==> src/rtl/lsu_fetch_monitor.sv <==
// lsu_fetch_monitor: passive AXI4-lite read monitor producing tracer pulses and load statistics
module lsu_fetch_monitor #(
  parameter int CNT_W = 32,
  parameter int SUM_W = 64
) (
  input  logic             clock,
  input  logic             reset,
  input  logic             ar_valid,
  input  logic             ar_ready,
  input  logic             r_valid,
  input  logic             r_ready,
  input  logic [1:0]       r_resp,
  input  logic             stat_clear,
  output logic             start,
  output logic             finish,
  output logic [CNT_W-1:0] txn_count,
  output logic [SUM_W-1:0] lat_sum,
  output logic [CNT_W-1:0] lat_max,
  output logic [CNT_W-1:0] err_count,
  output logic             violation
);
  typedef enum logic [1:0] {IDLE, ADDR, DATA} state_t;
  state_t           state_q, state_d;
  logic [CNT_W-1:0] lat_cnt_q, lat_cnt_d, lat_inc;
  logic             start_q, start_d, finish_q, finish_d, violation_q, violation_d;
  logic [CNT_W-1:0] txn_count_q, txn_count_d, lat_max_q, lat_max_d, err_count_q, err_count_d;
  logic [SUM_W-1:0] lat_sum_q, lat_sum_d;
  logic             ar_hs, r_hs, viol_evt;
  // Handshake decode; lat_inc doubles as the finish-cycle latency (both saturate)
  always_comb begin
    ar_hs   = ar_valid & ar_ready;
    r_hs    = r_valid & r_ready;
    lat_inc = &lat_cnt_q ? lat_cnt_q : lat_cnt_q + CNT_W'(1);
  end
  // Load tracking: next state, latency counter, violation events and pulse requests
  always_comb begin
    state_d   = state_q;
    lat_cnt_d = lat_cnt_q;
    viol_evt  = 1'b0;
    start_d   = 1'b0;
    finish_d  = 1'b0;
    case (state_q)
      IDLE: begin
        viol_evt = r_hs;
        if (ar_valid) begin
          state_d   = ar_ready ? DATA : ADDR;
          lat_cnt_d = CNT_W'(1);
          start_d   = 1'b1;
        end
      end
      ADDR: begin
        lat_cnt_d = lat_inc;
        viol_evt  = r_hs | ~ar_valid;
        state_d   = !ar_valid ? IDLE : ar_ready ? DATA : ADDR;
      end
      DATA: begin
        lat_cnt_d = lat_inc;
        viol_evt  = ar_hs;
        finish_d  = r_hs;
        state_d   = r_hs ? IDLE : DATA;
      end
      default: state_d = IDLE;
    endcase
  end
  // Statistics: a clear wins over a same-cycle finish update or new violation
  always_comb begin
    txn_count_d = txn_count_q;
    lat_sum_d   = lat_sum_q;
    lat_max_d   = lat_max_q;
    err_count_d = err_count_q;
    violation_d = violation_q | viol_evt;
    if (stat_clear) begin
      txn_count_d = '0;
      lat_sum_d   = '0;
      lat_max_d   = '0;
      err_count_d = '0;
      violation_d = 1'b0;
    end else if (finish_d) begin
      txn_count_d = txn_count_q + CNT_W'(1);
      lat_sum_d   = lat_sum_q + SUM_W'(lat_inc);
      lat_max_d   = lat_inc > lat_max_q ? lat_inc : lat_max_q;
      err_count_d = err_count_q + CNT_W'(|r_resp);
    end
  end
  // State and output registers
  always_ff @(posedge clock or posedge reset) begin
    if (reset) begin
      state_q     <= IDLE;
      lat_cnt_q   <= '0;
      start_q     <= 1'b0;
      finish_q    <= 1'b0;
      violation_q <= 1'b0;
      txn_count_q <= '0;
      lat_sum_q   <= '0;
      lat_max_q   <= '0;
      err_count_q <= '0;
    end else begin
      state_q     <= state_d;
      lat_cnt_q   <= lat_cnt_d;
      start_q     <= start_d;
      finish_q    <= finish_d;
      violation_q <= violation_d;
      txn_count_q <= txn_count_d;
      lat_sum_q   <= lat_sum_d;
      lat_max_q   <= lat_max_d;
      err_count_q <= err_count_d;
    end
  end
  assign start     = start_q;
  assign finish    = finish_q;
  assign txn_count = txn_count_q;
  assign lat_sum   = lat_sum_q;
  assign lat_max   = lat_max_q;
  assign err_count = err_count_q;
  assign violation = violation_q;
endmodule

==> config.mk <==
export PLATFORM = sky130hd
export DESIGN_NAME = lsu_fetch_monitor
export DESIGN_NICKNAME = d
export VERILOG_FILES = /design/src/rtl/lsu_fetch_monitor.sv
export SDC_FILE = /design/constraint.sdc
export NUM_CORES = 1
export LEC_CHECK = 0
export BUFFER_PORTS_ARGS = -buffer_cell sky130_fd_sc_hd__buf_2
export CAP_MARGIN = 20
export CORE_AREA = 2 2 150 152
export CTS_CLUSTER_DIAMETER = 50
export DETAILED_ROUTE_END_ITERATION = 10
export DIE_AREA = 0 0 152 154
export PLACE_DENSITY = 0.8
export SETUP_SLACK_MARGIN = 0.2
export SLEW_MARGIN = 15
export SYNTH_ARGS = -nofsm -noshare
export SYNTH_HDL_FRONTEND = slang
export SYNTH_SLANG_ARGS = --single-unit
==> constraint.sdc <==
create_clock -name clock -period 9.07 [get_ports clock]
set_input_delay 1.814 -clock clock [delete_from_list [all_inputs] [get_ports clock]]
set_output_delay 1.814 -clock clock [all_outputs]
set_load 0.03 [all_outputs]
=== Word level (Yosys, flattened, before mapping) ===
Index checks and enable logic that the tools add are counted.

* Word-level logic and storage cells: 53
* Memories: 0
* Bits in registers: 197
* Bits of input ports: 9
* Memory bits (writable): 0
* Bits in read-only memories: 0
* Output and inout bits: 163
* Latch bits: 0

* Shift-type cells: 0
* Multiplexer cells: 22
* Add/sub/neg operators: 4
* Divide/modulo/power cells: 0
* Equal/unequal tests: 3
* $mul: 0
* Bitwise operators: 5
* $lt $le $gt $ge: 1
* Reductions and logical operators: 9

{| class="wikitable"
|+ Operator list
! cell !! number
|-
| 32-bit two-way mux || 9
|-
| 64-bit two-way mux || 2
|-
| 32-bit by 1-bit adder with 32-bit output, second input constant || 2
|-
| 64-bit by 32-bit adder with 64-bit output || 1
|-
| 32-bit one-hot mux with 2 select lines || 1
|-
| 32-bit by 1-bit adder with 32-bit output || 1
|-
| 32-bit > comparator || 1
|-
| 32-bit AND reduction || 1
|-
| 2-bit two-way mux || 4
|-
| 2-bit one-hot mux with 3 select lines || 1
|-
| 2-bit nonzero test || 3
|-
| 1-bit two-way mux || 4
|-
| 2-bit AND reduction || 2
|-
| 2-bit OR reduction || 2
|-
| 1-bit one-hot mux with 3 select lines || 1
|-
| 1-bit AND || 2
|-
| 2-bit by 1-bit == test with 1-bit output, second input constant || 1
|-
| 2-bit == test, second input constant || 1
|-
| 2-bit zero test || 1
|-
| 2-bit != test, second input constant || 1
|-
| 1-bit OR || 2
|-
| 1-bit NOT || 1
|}

=== Longest topological paths before layout ===
* Depth in word-level cells: 6
* Depth in mapped cells: 18

=== Least setup slack after synthesis ===
OpenSTA, ideal clock, no wires.

* Path kind: register to register
* Start point: reg lat_cnt_q[3]
* End point: reg lat_sum_q[52], in the netlist lat_sum[52]
* Cell stages (with the launch flop): 17
* Path buffers: 1
* Arrival: 4.307 ns
* Setup time: 0.078 ns
* Path slack: 4.685 ns
* Data required time: 8.992 ns
* Cells stage by stage: dfrtp_1 buf_2 nand4_2 or4_1 o31a_1 nand4_1 xor2_1 inv_1 ha_1 and2_1 or4b_1 a21oi_2 and4bb_4 nor4_4 o21ai_2 or4_1 a21oi_1

* Cells in the longest elaborated chain, start to end: 5
* Elaborated cells on any way between the ends: 6
* Classes of those cells: 2 x add/sub; 3 x mux; 1 x reduce/logical

{| class="wikitable"
|+ RTL lines
! item !! line !! source
|-
| from (decl) || 24 || <nowiki>logic [CNT_W-1:0] lat_cnt_q, lat_cnt_d, lat_inc;</nowiki>
|-
| from (signal assigned) || 99 || <nowiki>lat_cnt_q <= lat_cnt_d;</nowiki>
|-
| 32-bit by 1-bit adder with 32-bit output or 32-bit AND reduction (tied branches) || 33 || <nowiki>lat_inc = &lat_cnt_q ? lat_cnt_q : lat_cnt_q + CNT_W'(1);</nowiki>
|-
| 32-bit two-way mux (*) || 33 ||
|-
| 64-bit by 32-bit adder with 64-bit output (*) || 80 || <nowiki>lat_sum_d = lat_sum_q + SUM_W'(lat_inc);</nowiki>
|-
| 64-bit two-way mux (*) || 78 || <nowiki>end else if (finish_d) begin</nowiki>
|-
| 64-bit two-way mux (*) || 72 || <nowiki>if (stat_clear) begin</nowiki>
|-
| to (signal assigned) || 104 || <nowiki>lat_sum_q <= lat_sum_d;</nowiki>
|-
| to (decl) || 27 || <nowiki>logic [SUM_W-1:0] lat_sum_q, lat_sum_d;</nowiki>
|}

Every way passes the cells marked *; elsewhere a longest branch is shown, timed or not. The select of a mux whose other input is x is not followed.
A chain may end at the register's enable or synchronous reset.

=== Worst setup path in the final report ===
* Start point: reg lat_cnt_q[3]
* End point: reg lat_sum_q[63], in the netlist lat_sum[63]

The elaborated chain is that of the path after synthesis.

==> out/qor.yml <==
fillers: 1818
top_usage_layer: "met2"
setup_tns_ps: 0
ys_seq_elements: 197
hold_path_class: "reg2reg"
grt.total_usage: 0.2937
wl_mm: 34.37
seq_area_frac_synth: 0.3915
fin_nets: 1679
drt-pass1-iter-count: 5
tritoncts: "yes"
post_cts_buffers: 0
fin_ws_ps: 3629
power_uw: 2554
drv_cap: 0
drc_errors: 0
critical_path_arrival_ps: 5770
synth_top_area_share: 0.3915
finalMaxSlewViolations: 0
dpl.hpwl_mm: 24.39
routed_via_density: 6.072
routed-via-count: 11427
startpoint_type: "flip-flop"
netlist_instances: 1456
clkTransAtPathRegs_ps: 80
met2_usage: 0.4801
insertion_delay_ps: 440
dpl_cell_area_um2: 13620
grt_pass1_vias: 11007
pre_cts_ws_ps: 3776
rsz0062_at_grt: "false"
ctsHoldBuffers: 0
grt_max_degree: 103
min_period_ps: 5441
use_met1: 0.3989
synth_flop_cell: "dfrtp_1"
cellLeakagePower_uw: 0.006833
row_count: 54
synth_edf_count: 0
place_inst: 1850
postLayoutCellArea_um2: 14250
start_util: 0.5805
end_kind: "flip-flop"
finalHoldViolCount: 0
setup_violations: 0
met3_usage: 0.06172
io_buffers: 171
synth_top_area_cell: "dfrtp_1"
antenna_found_initial: 0
synthToLayoutAreaGrowth_pct: 13.21
fmax_ghz: 0.1838
slew_headroom: 0.2906
fin_crit_sh: 0.5999
yosysWarnings: 0
clock_skew_ps: 9.764
drt_iter0_drc: 931
core_area_um2: 21690
finalNonFillerCells: 1882
clk_path_buf_depth: 2
chipHeight_um: 154
synth_area_leaders: "dfrtp_1 (39%), ha_1 (7.9%), nand2_1 (4.7%)"
grt_pass1_wl_mm: 56.64
gp_congestion: 0.9257
ant_nets: 0
synth_most_common_cell: "dfrtp_1"
cts_sinks: 197
cts_buffers: 17
power_density_nw_per_um2: 179.2
worst_slew_pin_slew_ps: 1064
routedWlPerCell_um: 18.26
worstPathRequired_ps: 9400
status: "finished, final reports clean"
diodes: 0
syn_area_um2: 12590
cts_root_buf: "clkbuf_16"
io_pins: 172
synth_cell_types: 72
htree_levels: 4
critPathMaxFanout: 10
synth_common_cells: "dfrtp_1 (197), nand2_1 (159), nor2_1 (146)"
die_w_um: 152
vdd_drop_max_mv: 0.2537
synth_nets: 1546
synthArstFlopShare: 1.000
post_cts_resized: 0
crit_type: "reg2reg"
drive_above_1_share: 0.1554
avgSynthCellArea_um2: 8.648
grt-ovfl-total: 0
die_area_um2: 23410
-- cells in the final DEF (no fill, tap or decap), types with 19 or more instances in the layout --
master / count
nor2_1: 146
buf_2: 170
nand4_1: 47
nand2_1: 159
ha_1: 80
nor3_1: 21
nand3_1: 90
and3_1: 27
a21o_1: 21
dfrtp_1: 197
xor2_1: 59
xnor2_1: 60
o21ai_0: 75
inv_1: 60
a21oi_1: 116
nor2b_1: 19
-- flip-flops by register name, summed over array words and instances (netlist names), 2 cells and up --
register	cells
err_count	32
lat_cnt_q	32
lat_max	32
lat_sum	64
state_q	2
txn_count	32
-- worst max-delay path, stage by stage, from the launching register on --
cell and delay, ps:
dfrtp_1 530, nand4_2 220, nor4_1 530, o211ai_1 350
or2_2 370, xor2_1 270, inv_1 120, ha_1 440
a21oi_1 110, o21ai_0 360, a221o_1 260, and3_1 180
nand3_1 230, a211oi_1 840, nand3_1 190, mux2_2 310
-- layout make-up --
type	instances	area (um^2)	share of cell area
repair buffers	177	903.4	0.06338
clock inverters	15	211.5	0.01483
flip-flops and latches	197	4930	0.3459
well taps	280	350.3	0.02458
clock buffers	17	425.4	0.02985
inverters	62	240.2	0.01685
multi-input cells	1134	7193	0.5047
-- report_power, final --
group	total [uW]	internal [uW]	switching, uW
registers	944	908	36.0
logic	790	191	599
clock network	820	427	393
-- cells by family (layout without fill, tap and decap cells) --
family	Yosys count	count (layout)	synth area share
and+or+nand+nor	595	595	0.2355
AOI/OAI and AO/OA	326	326	0.1588
DFF	197	197	0.3915
buffers and inverters	125	271	0.03876
xor gates and xnor gates	119	119	0.08278
adders and majority gates	81	81	0.08109
muxes	13	13	0.01153
-- through the flow --
| step | utilization | hold slack [ps] |
|---|---|---|
| after floorplan | - | 500.1 |
| after CTS | 0.6572 | 546.0 |
| after global placement | 0.6278 | 497.7 |
| after global routing | 0.6572 | 580.7 |
| after detailed placement | 0.6278 | 526.0 |
| final | 0.6572 | 533.9 |
-- layer usage --
layer  routed length [um]  vias up
li1                     -     5437
met1                14860     5506
met2                16260      417
met3                 2503       67
met4                  742        0
met5                    0        -
-- worst paths after layout --
path                          endpoint         start  cells past startpoint  slack (ps)
min reg2reg                  violation     violation                      2         530
min                          violation     violation                      2         530
min in group asynchronous  lat_sum[55]         reset                      2        1450
max reg2reg                lat_sum[63]  lat_cnt_q[3]                     15        3630
max in group asynchronous   lat_max[9]         reset                      4        5830
max                        lat_sum[63]  lat_cnt_q[3]                     15        3630
(Power assumes the default switching activity.)
